$ cat src/rtl/sfp_tx_framer.sv
// TX link scheduler for the SFP 8b10b video path: interleaves idle filler,
// frame-sync and line framing K-pairs with gapless line payload from the line FIFO.
module sfp_tx_framer #(
    parameter logic [31:0] VS_POSE_DATA1 = 32'h55a101bc,
    parameter logic [31:0] VS_POSE_DATA2 = 32'h55a102bc,
    parameter logic [31:0] DATA_START1   = 32'h55a105bc,
    parameter logic [31:0] DATA_START2   = 32'h55a106bc,
    parameter logic [31:0] DATA_END1     = 32'h55a107bc,
    parameter logic [31:0] DATA_END2     = 32'h55a108bc,
    parameter logic [31:0] UNUSE_DATA    = 32'h55a109bc,
    parameter int unsigned LINE_WORDS    = 960,
    parameter int unsigned VS_GUARD      = 128,
    parameter int unsigned LINE_GAP      = 16
) (
    input  logic        tx_clk,
    input  logic        tx_rst_n,
    input  logic        vs_in,
    input  logic        line_req,
    input  logic [31:0] payload_data,
    input  logic        payload_empty,
    output logic        payload_rd_en,
    output logic [31:0] tx_data,
    output logic [3:0]  tx_charisk,
    output logic        busy,
    output logic        line_drop,
    output logic        underrun
);

    localparam int unsigned      CNT_W      = 16;
    localparam logic [CNT_W-1:0] WORD_LAST  = CNT_W'(LINE_WORDS - 1);
    localparam logic [CNT_W-1:0] WORD_TOTAL = CNT_W'(LINE_WORDS);
    localparam logic [CNT_W-1:0] GUARD_LAST = CNT_W'(VS_GUARD - 1);
    localparam logic [CNT_W-1:0] GAP_LAST   = CNT_W'(LINE_GAP - 1);
    localparam logic [3:0]       K_CTRL     = 4'b0001;
    localparam logic [3:0]       K_DATA     = 4'b0000;

    typedef enum logic [3:0] {
        S_IDLE,
        S_VS1,
        S_VS2,
        S_VS_WAIT,
        S_ST1,
        S_ST2,
        S_PAY,
        S_END1,
        S_END2,
        S_GAP
    } state_t;

    state_t            state;
    state_t            state_next;
    state_t            arb_state;
    logic [CNT_W-1:0]  cnt;
    logic [CNT_W-1:0]  cnt_next;
    logic [CNT_W-1:0]  rd_cnt;
    logic [CNT_W-1:0]  rd_cnt_next;
    logic              rd_en_next;
    logic              vs_pend;
    logic              line_pend;
    logic              vs_clr;
    logic              line_clr;
    logic [31:0]       data_next;
    logic [3:0]        charisk_next;

    // State register
    always_ff @(posedge tx_clk or negedge tx_rst_n) begin
        if (!tx_rst_n) begin
            state <= S_IDLE;
        end else begin
            state <= state_next;
        end
    end

    // Next-state, interval counters and the word to launch next cycle
    always_comb begin
        state_next   = state;
        cnt_next     = cnt;
        arb_state    = S_IDLE;
        data_next    = UNUSE_DATA;
        charisk_next = K_CTRL;
        rd_cnt_next  = rd_cnt;
        rd_en_next   = 1'b0;
        vs_clr       = 1'b0;
        line_clr     = 1'b0;

        // Frame sync wins over a pending line
        if (vs_pend) begin
            arb_state = S_VS1;
        end else if (line_pend) begin
            arb_state = S_ST1;
        end

        // Guard and gap expiry arbitrate directly so no extra idle word is spent
        case (state)
            S_IDLE: begin
                state_next = arb_state;
            end
            S_VS1: begin
                state_next = S_VS2;
            end
            S_VS2: begin
                state_next = S_VS_WAIT;
                cnt_next   = '0;
            end
            S_VS_WAIT: begin
                if (cnt == GUARD_LAST) begin
                    state_next = arb_state;
                end else begin
                    cnt_next = cnt + CNT_W'(1);
                end
            end
            S_ST1: begin
                state_next = S_ST2;
            end
            S_ST2: begin
                state_next = S_PAY;
                cnt_next   = '0;
            end
            S_PAY: begin
                if (cnt == WORD_LAST) begin
                    state_next = S_END1;
                end else begin
                    cnt_next = cnt + CNT_W'(1);
                end
            end
            S_END1: begin
                state_next = S_END2;
            end
            S_END2: begin
                state_next = S_GAP;
                cnt_next   = '0;
            end
            S_GAP: begin
                if (cnt == GAP_LAST) begin
                    state_next = arb_state;
                end else begin
                    cnt_next = cnt + CNT_W'(1);
                end
            end
            default: begin
                state_next = S_IDLE;
                cnt_next   = '0;
            end
        endcase

        case (state_next)
            S_VS1:   data_next = VS_POSE_DATA1;
            S_VS2:   data_next = VS_POSE_DATA2;
            S_ST1:   data_next = DATA_START1;
            S_ST2:   data_next = DATA_START2;
            S_END1:  data_next = DATA_END1;
            S_END2:  data_next = DATA_END2;
            S_PAY: begin
                data_next    = payload_data;
                charisk_next = K_DATA;
            end
            default: data_next = UNUSE_DATA;
        endcase

        vs_clr   = (state_next == S_VS1);
        line_clr = (state_next == S_ST1);

        // Reads start with START1 and run two words ahead of the payload on tx_data
        if (state_next == S_ST1) begin
            rd_en_next  = 1'b1;
            rd_cnt_next = CNT_W'(1);
        end else if (payload_rd_en && (rd_cnt != WORD_TOTAL)) begin
            rd_en_next  = 1'b1;
            rd_cnt_next = rd_cnt + CNT_W'(1);
        end
    end

    // Registered outputs, counters and request latches
    always_ff @(posedge tx_clk or negedge tx_rst_n) begin
        if (!tx_rst_n) begin
            cnt           <= '0;
            rd_cnt        <= '0;
            vs_pend       <= 1'b0;
            line_pend     <= 1'b0;
            tx_data       <= UNUSE_DATA;
            tx_charisk    <= K_CTRL;
            payload_rd_en <= 1'b0;
            busy          <= 1'b0;
            line_drop     <= 1'b0;
            underrun      <= 1'b0;
        end else begin
            cnt           <= cnt_next;
            rd_cnt        <= rd_cnt_next;
            vs_pend       <= vs_in | (vs_pend & ~vs_clr);
            line_pend     <= line_req | (line_pend & ~line_clr);
            tx_data       <= data_next;
            tx_charisk    <= charisk_next;
            payload_rd_en <= rd_en_next;
            busy          <= (state_next != S_IDLE);
            line_drop     <= line_req & line_pend & ~line_clr;
            underrun      <= payload_rd_en & payload_empty;
        end
    end

endmodule

$ cat config.mk
export PLATFORM = sky130hd
export DESIGN_NAME = sfp_tx_framer
export DESIGN_NICKNAME = d
export VERILOG_FILES = /design/src/rtl/sfp_tx_framer.sv
export SDC_FILE = /design/constraint.sdc
export NUM_CORES = 1
export LEC_CHECK = 0
export ABC_CLOCK_PERIOD_IN_PS = 2900
export BUFFER_PORTS_ARGS = -buffer_cell sky130_fd_sc_hd__buf_2
export CORE_ASPECT_RATIO = 0.75
export CORE_MARGIN = 5
export CORE_UTILIZATION = 54
export CTS_CLUSTER_SIZE = 16
export DETAILED_ROUTE_END_ITERATION = 6
export HOLD_SLACK_MARGIN = 0.02
export PLACE_DENSITY = 0.8
export SLEW_MARGIN = 20
export SYNTH_ARGS = -nofsm -noshare
export SYNTH_HDL_FRONTEND = slang
export SYNTH_SLANG_ARGS = --single-unit
$ cat constraint.sdc
create_clock -name tx_clk -period 2.9 [get_ports tx_clk]
set_clock_uncertainty 0.15 [all_clocks]
set_input_delay 0.58 -clock tx_clk [delete_from_list [all_inputs] [get_ports tx_clk]]
set_output_delay 0.58 -clock tx_clk [all_outputs]
set_load 0.05 [all_outputs]
==> metrics.cfg, run 1 <==
[global_route]
antenna_found_initial = 0
grt_pass1_wl_um = 13300
grt_max_degree = 50
grt_pass1_vias = 2761
globalRouteOverflowTotal = 0
grtUsageTotal = 0.210

[timing]
drv_slew = 0
fin_crit_sh = 0.935
fin_crit_ns = 2.71
maxSlewHeadroom = 0.573
grt_setup_unrepaired = no
setup_viol = 0
worst_slew_pin_slew_ns = 0.631
setup_tns_ns = 0
max_freq_mhz = 369
timing_hold_violations_final = 0
fin_ws_ns = 0.187

[yosys]
synthArstFlopShare = 1.00
synth_ff_type = dfrtp_1
syn-mean-instance-area_sq_um = 10.5
yosys_register_bits = 75
synthCells = 333
synth_edf_count = 0
ys_types = 51
ys.warnings.count = 0
syn-cell-area_sq_um = 3490
ys_seq_area_frac = 0.543

[critical_path]
startpoint_type = register
path_max_fanout = 13
ff2ff_setup_slack_ns = 0.19
worstSetupEndpointType = register
crit_arrival_ns = 2.80
path_class = reg2reg
r2r_cells = 7
required_ns = 2.99
rr_startpoint = cnt[0]
r2r-end = cnt[9]

[finish]
stdcell_count = 492
area.growth.synth_to_final_pct = 18.9
design_area_sq_um = 4150
antenna_cells = 0
layout.nets = 446
drive_above_1_share = 0.319
fillers = 495

[placed_design]
portBuffers = 73
place_ws_ns = 0.241
dp_cells = 476
place_congestion = 0.981
dpl.hpwl_um = 5620
dpl_cell_area_sq_um = 3930

[power]
switching_share = 0.418
power_density_nw_per_um2 = 868
p_sw_w = 0.00151
clock_power_share = 0.239
leakage_nw = 1.97
p_int_w = 0.00210
peakVddDrop_uv = 653
p_seq_frac = 0.383
p_comb_frac = 0.378

[floorplanning]
io_pins = 77
dieWidth_um = 103
die_h_um = 79.6
die_area_sq_um = 8190
rows = 25
start_util = 0.555
core_sq_um = 6290

[cts]
cts.sinks = 75
clkTransAtPathRegs_ns = 0.09
cts.path.max_buffers = 2
clk_latency_ns = 0.35
cts_hold_buffers = 0
htree_levels = 3
cts_tree = done
clockRootBuffer = clkbuf_8
cts_buffers = 9
post_cts_buffers = 0

[flow_run]
cap_violations = 0

[drt]
routed_wl_um = 7680
drt_iter0_drc = 172
drcViolationCount = 0
met3_length_um = 912
dr_total_vias = 2670
first_pass_iters = 4
wl_met1_um = 3290
ant_nets = 0
top_layer_used = met4
post_drt_via_cell_ratio = 5.43
wl_per_cell_um = 15.6
dr_wl_met2_um = 3390

[outcome]
status = complete, no violations

[min_path]
hp-class = in2async

==> layout by cell type (no fill, tap or decap), types with 6 or more instances in the layout <==
cell type,count
a21oi_1,9
and2_1,19
and3_1,9
buf_2,73
buf_4,9
clkbuf_8,9
dfrtp_1,60
dfstp_2,15
inv_1,6
nand2_1,22
nand2b_1,16
nand3_1,16
nor2_1,30
o21ai_0,20
o31ai_2,7
xnor2_1,6
xor2_1,11
==> stage by stage <==
step / util / total power (W) / hold slack [ns]
after floorplan: - / 0.00242 / 0.134
after global placement: 0.624 / 0.00271 / 0.337
after detailed placement: 0.624 / 0.00275 / 0.346
after CTS: 0.659 / 0.00362 / 0.0739
after global routing: 0.660 / 0.00385 / 0.0986
final: 0.660 / 0.00360 / 0.0736
==> power by group through the flow <==
stage / registers [W] / logic, W / clock network (W)
after floorplan: 0.00157 / 0.000856 / 0
after global placement: 0.00139 / 0.00132 / 0
after detailed placement: 0.00139 / 0.00135 / 0
after CTS: 0.00138 / 0.00136 / 0.000881
after global routing: 0.00141 / 0.00151 / 0.000931
final: 0.00138 / 0.00136 / 0.000860
==> repair_timing <==
action,4_1_cts,5_1_grt
setup endpoints to repair,0,1
endpoints found under the hold margin,0,0
gates resized for setup,0,1
==> worst max path at each step <==
stage / slack, ns / cells past startpoint / from / to
2_1_floorplan: 0.38 / 9 / cnt[0] / cnt[12]
3_3_place_gp: 0.32 / 5 / cnt[6] / busy
3_5_place_dp: 0.24 / 7 / cnt[0] / cnt[9]
4_1_cts: 0.22 / 7 / cnt[0] / cnt[9]
5_1_grt: 0.04 / 7 / cnt[10] / tx_data[11]
6_report: 0.19 / 7 / cnt[0] / cnt[9]
==> cell type report <==
cell class	count	area, sq um	area share
clock buffers	9	124	0.0298
clock inverters	7	95.1	0.0229
inverters	6	22.5	0.00542
multi-input cells	231	1460	0.352
flip-flops and latches	75	1900	0.457
well taps	81	101	0.0244
repair buffers	83	453	0.109
==> metal layers <==
layer	vias up	global-route usage
met1	1243	0.283
met3	10	0.108
li1	1295	-
met4	0	0.0569
met5	-	0
met2	122	0.300
==> synthesized netlist by cell type, drive strengths merged (2+ instances only) <==
| cell | count | area, sq um |
|---|---|---|
| a211o | 2 | 17.5 |
| a21o | 3 | 22.5 |
| a21oi | 9 | 45.0 |
| a221o | 2 | 20.0 |
| a31oi | 4 | 25.0 |
| and2 | 20 | 128 |
| and3 | 9 | 56.3 |
| and4 | 3 | 26.3 |
| buf | 19 | 111 |
| clkbuf | 4 | 15.0 |
| dfrtp | 60 | 1500 |
| dfstp | 15 | 394 |
| ha | 3 | 37.5 |
| inv | 6 | 22.5 |
| nand2 | 22 | 82.6 |
| nand2b | 16 | 100 |
| nand3 | 17 | 90.1 |
| nand3b | 2 | 15.0 |
| nand4 | 5 | 37.5 |
| nor2 | 30 | 113 |
| nor2b | 5 | 31.3 |
| nor3 | 5 | 25.0 |
| nor4 | 3 | 31.3 |
| o21ai | 24 | 124 |
| o31ai | 8 | 95.1 |
| o41ai | 4 | 42.6 |
| or3 | 2 | 12.5 |
| or4 | 2 | 15.0 |
| or4b | 2 | 20.0 |
| xnor2 | 6 | 52.6 |
| xor2 | 11 | 96.3 |
==> worst max-delay path: stages, from the launching register on <==
cell	delay [ns]
dfrtp_1	0.44
ha_1	0.26
and3_1	0.23
nand4_2	0.12
o21ai_2	0.10
or4_1	0.56
or2_4	0.36
o41ai_1	0.36
==> logic make-up (layout without fill, tap and decap cells) <==
group | after synthesis | count (layout) | share of synthesized area
AO/OA/AOI/OAI | 61 | 61 | 0.126
XOR/XNOR | 17 | 17 | 0.0427
adder cells (fa/ha/maj) | 3 | 3 | 0.0108
buffers and inverters | 29 | 105 | 0.0427
flip-flops | 75 | 75 | 0.543
other | 1 | 3 | 0.00107
AND/OR/NAND/NOR | 147 | 147 | 0.234
==> state kept, by name, summed over array words and instances, names as in the netlist <==
| name | flops |
|---|---|
| line_drop | 1 |
| underrun | 1 |
| payload_rd_en | 1 |
| busy | 1 |
| vs_pend | 1 |
| line_pend | 1 |
| rd_cnt | 16 |
| state | 4 |
| cnt | 16 |
| tx_charisk | 1 |
| tx_data | 32 |
Power figures use the tool's default switching activity.
==> inputs of run 2 (changes only) <==
ABC_AREA = 1   (was unset)
CORE_UTILIZATION = 55   (was 54)
PLACE_DENSITY = 0.81   (was 0.8)
==> run 2 against run 1 <==
Synthesized cell count grew 33%. Global-route usage grew 0.60 points. Sequential power decreased by 5%. Core utilization fell by 0.43 points. Power decreased by 6.5%. Clock-buffer cell count rose by 2. Largest power group unchanged.
==> metrics.cfg, run 2 <==
[timing]
drv_slew = 0  ; unchanged
fin_crit_sh = 0.857  ; -0.0784
setup_viol = 0  ; unchanged
setup_tns_ns = 0  ; unchanged
max_freq_mhz = 402  ; +9.1%
whs_ns = 0.0593  ; -0.0143 ns
grt_setup_unrepaired = no
timing_hold_violations_final = 0  ; unchanged
fin_crit_ns = 2.49  ; -0.227 ns
maxSlewHeadroom = 0.630  ; +0.0564
worst_slew_pin_slew_ns = 0.555  ; -0.0757 ns

[critical_path]
path_max_fanout = 29  ; +16
crit_arrival_ns = 2.61  ; -0.19 ns
path_class = reg2reg
required_ns = 3.02  ; +0.03 ns
startpoint_type = register
worstSetupEndpointType = register

[power]
power_density_nw_per_um2 = 752  ; -13%
leakage_nw = 2.21  ; +12%
peakVddDrop_uv = 478  ; -27%

[finish]
largestRegisters = tx_data: 32 flops, cnt: 16 flops, rd_cnt: 16 flops
regMostFlops = tx_data
layout.nets = 560  ; +26%
area.growth.synth_to_final_pct = 16.0
final_common_cell = buf_2
final_cell_mix = 73 x buf_2, 70 x nand2_1, 60 x dfrtp_1
seqCellArea_sq_um = 1900  ; unchanged
fillers = 567  ; +15%
multi_input_area_sq_um = 1690  ; +16%
drive_above_1_share = 0.267  ; -0.0521
largest_reg_flops = 32  ; unchanged
design_area_sq_um = 4480  ; +8.0%
antenna_cells = 0  ; unchanged

[yosys]
ys_types = 38  ; -25%
synthArstFlopShare = 1.00  ; unchanged
ys.warnings.count = 0  ; unchanged
synthCells = 442  ; +33%
synth_ff_type = dfrtp_1
synth_top_area_share = 0.389  ; -0.0414
syn-mean-instance-area_sq_um = 8.74  ; -17%
synth_top_cells_by_area = dfrtp_1 39%, dfstp_2 10%, nand2_1 6.8%
yosysMostFrequentCell = nand2_1
syn-cell-area_sq_um = 3860  ; +11%
synth_commonest_cells = 70 x nand2_1, 60 x dfrtp_1, 50 x inv_1, 50 x nor2_1, 40 x nand3_1
synth_edf_count = 0  ; unchanged
yosys_register_bits = 75  ; unchanged
yosys.area.top_type = dfrtp_1
ys_seq_area_frac = 0.491  ; -0.0522

[cts]
htree_levels = 3  ; unchanged
cts_tree = done
ctsResizeCount = 0  ; unchanged
clockRootBuffer = clkbuf_8
cts.sinks = 75  ; unchanged
cts.path.max_buffers = 2  ; unchanged
clk_latency_ns = 0.35  ; about the same
post_cts_buffers = 0  ; unchanged
cts_buffers = 9  ; unchanged
cts_hold_buffers = 0  ; unchanged
clkTransAtPathRegs_ns = 0.08  ; about the same

[global_route]
grt_max_degree = 30  ; -40%
grt_pass1_wl_um = 14900  ; +12%
globalRouteOverflowTotal = 0  ; unchanged
antenna_found_initial = 0  ; unchanged
grt_pass1_vias = 3148  ; +14%
grtUsageTotal = 0.216  ; +0.00598

[placed_design]
dpl_cell_area_sq_um = 4280  ; +9.0%
portBuffers = 73  ; unchanged
dpl.hpwl_um = 6650  ; +18%
place_congestion = 0.926  ; -5.6%

[drt]
dr_total_vias = 3258  ; +22%
first_pass_iters = 6  ; +2
post_drt_via_cell_ratio = 5.35  ; -1.4%
drcViolationCount = 0  ; unchanged
ant_nets = 0  ; unchanged
routed_wl_um = 8750  ; +14%
drt_iter0_drc = 250  ; +45%
wl_per_cell_um = 14.4  ; -8.0%

[outcome]
status = complete, no violations

[min_path]
hp-class = in2async

[floorplanning]
start_util = 0.565  ; +0.0102
core_sq_um = 6830  ; +8.7%
rows = 26  ; +4.0%
die_area_sq_um = 8820  ; +7.7%
dieWidth_um = 107  ; +3.8%
io_pins = 77  ; unchanged
die_h_um = 82.6  ; +3.7%

[flow_run]
cap_violations = 0  ; unchanged

[run 2: per-layer routing]
metal,part of all wire,global-route usage
met1,0.43,0.282
met2,0.45,0.339
met3,0.11,0.0793
met4,0.016,0.0677
met5,0,0
[run 2: worst paths after layout]
| check | startpoint | end | slack, ns | cells after the start |
|---|---|---|---|---|
| max in group asynchronous | tx_rst_n | tx_data[8] | 1.71 | 2 |
| worst max register to register | cnt[0] | tx_data[23] | 0.41 | 9 |
| min in group tx_clk | payload_data[4] | tx_data[4] | 0.26 | 2 |
| worst min-delay path | tx_rst_n | tx_data[25] | 0.06 | 1 |
| worst min register to register | payload_rd_en | underrun | 0.39 | 2 |
| worst max-delay path | cnt[0] | tx_data[23] | 0.41 | 9 |
[run 2: stage by stage]
stage / instances / total power, W / util / worst slack [ns]
6_report: 609 / 0.00337 / 0.656 / 0.414
5_1_grt: 609 / 0.00358 / 0.656 / 0.206
4_1_cts: 609 / 0.00339 / 0.656 / 0.432
3_5_place_dp: 593 / 0.00256 / 0.627 / 0.466
3_3_place_gp: 593 / 0.00251 / 0.627 / 0.568
2_1_floorplan: 444 / 0.00225 / - / 0.927
[run 2: report_power, final]
part / internal (W) / switching, W / leakage [nW]
Combinational: 0.000320 / 0.000928 / 1.15
Clock: 0.000426 / 0.000389 / 0.100
Sequential: 0.00121 / 0.000102 / 0.955
Total: 0.00195 / 0.00142 / 2.21
[run 2: cell type report]
class / count / share of cell area
flip-flops and latches: 75 / 0.423
multi-input cells: 305 / 0.377
repair buffers: 77 / 0.0882
inverters: 52 / 0.0436
clock buffers: 11 / 0.0315
well taps: 84 / 0.0235
clock inverters: 5 / 0.0134
[run 2: critical path, stage by stage (launching register included)]
cell,delay [ns]
dfrtp_1,0.40
ha_1,0.27
nand3_4,0.14
nor2_4,0.15
nand3_2,0.13
nand3_2,0.13
nand2_2,0.22
o21ai_4,0.20
nand2_4,0.28
or2_1,0.31
[run 2: cells by family (layout without fill, tap and decap cells)]
family,count (synthesis),after routing,synth area share
other,1,3,0.000971
AOI/OAI and AO/OA,45,45,0.0684
DFF,75,75,0.491
buffers and inverters,64,145,0.0739
and+or+nand+nor,232,232,0.306
xor gates and xnor gates,22,22,0.0499
adders and majority gates,3,3,0.00972
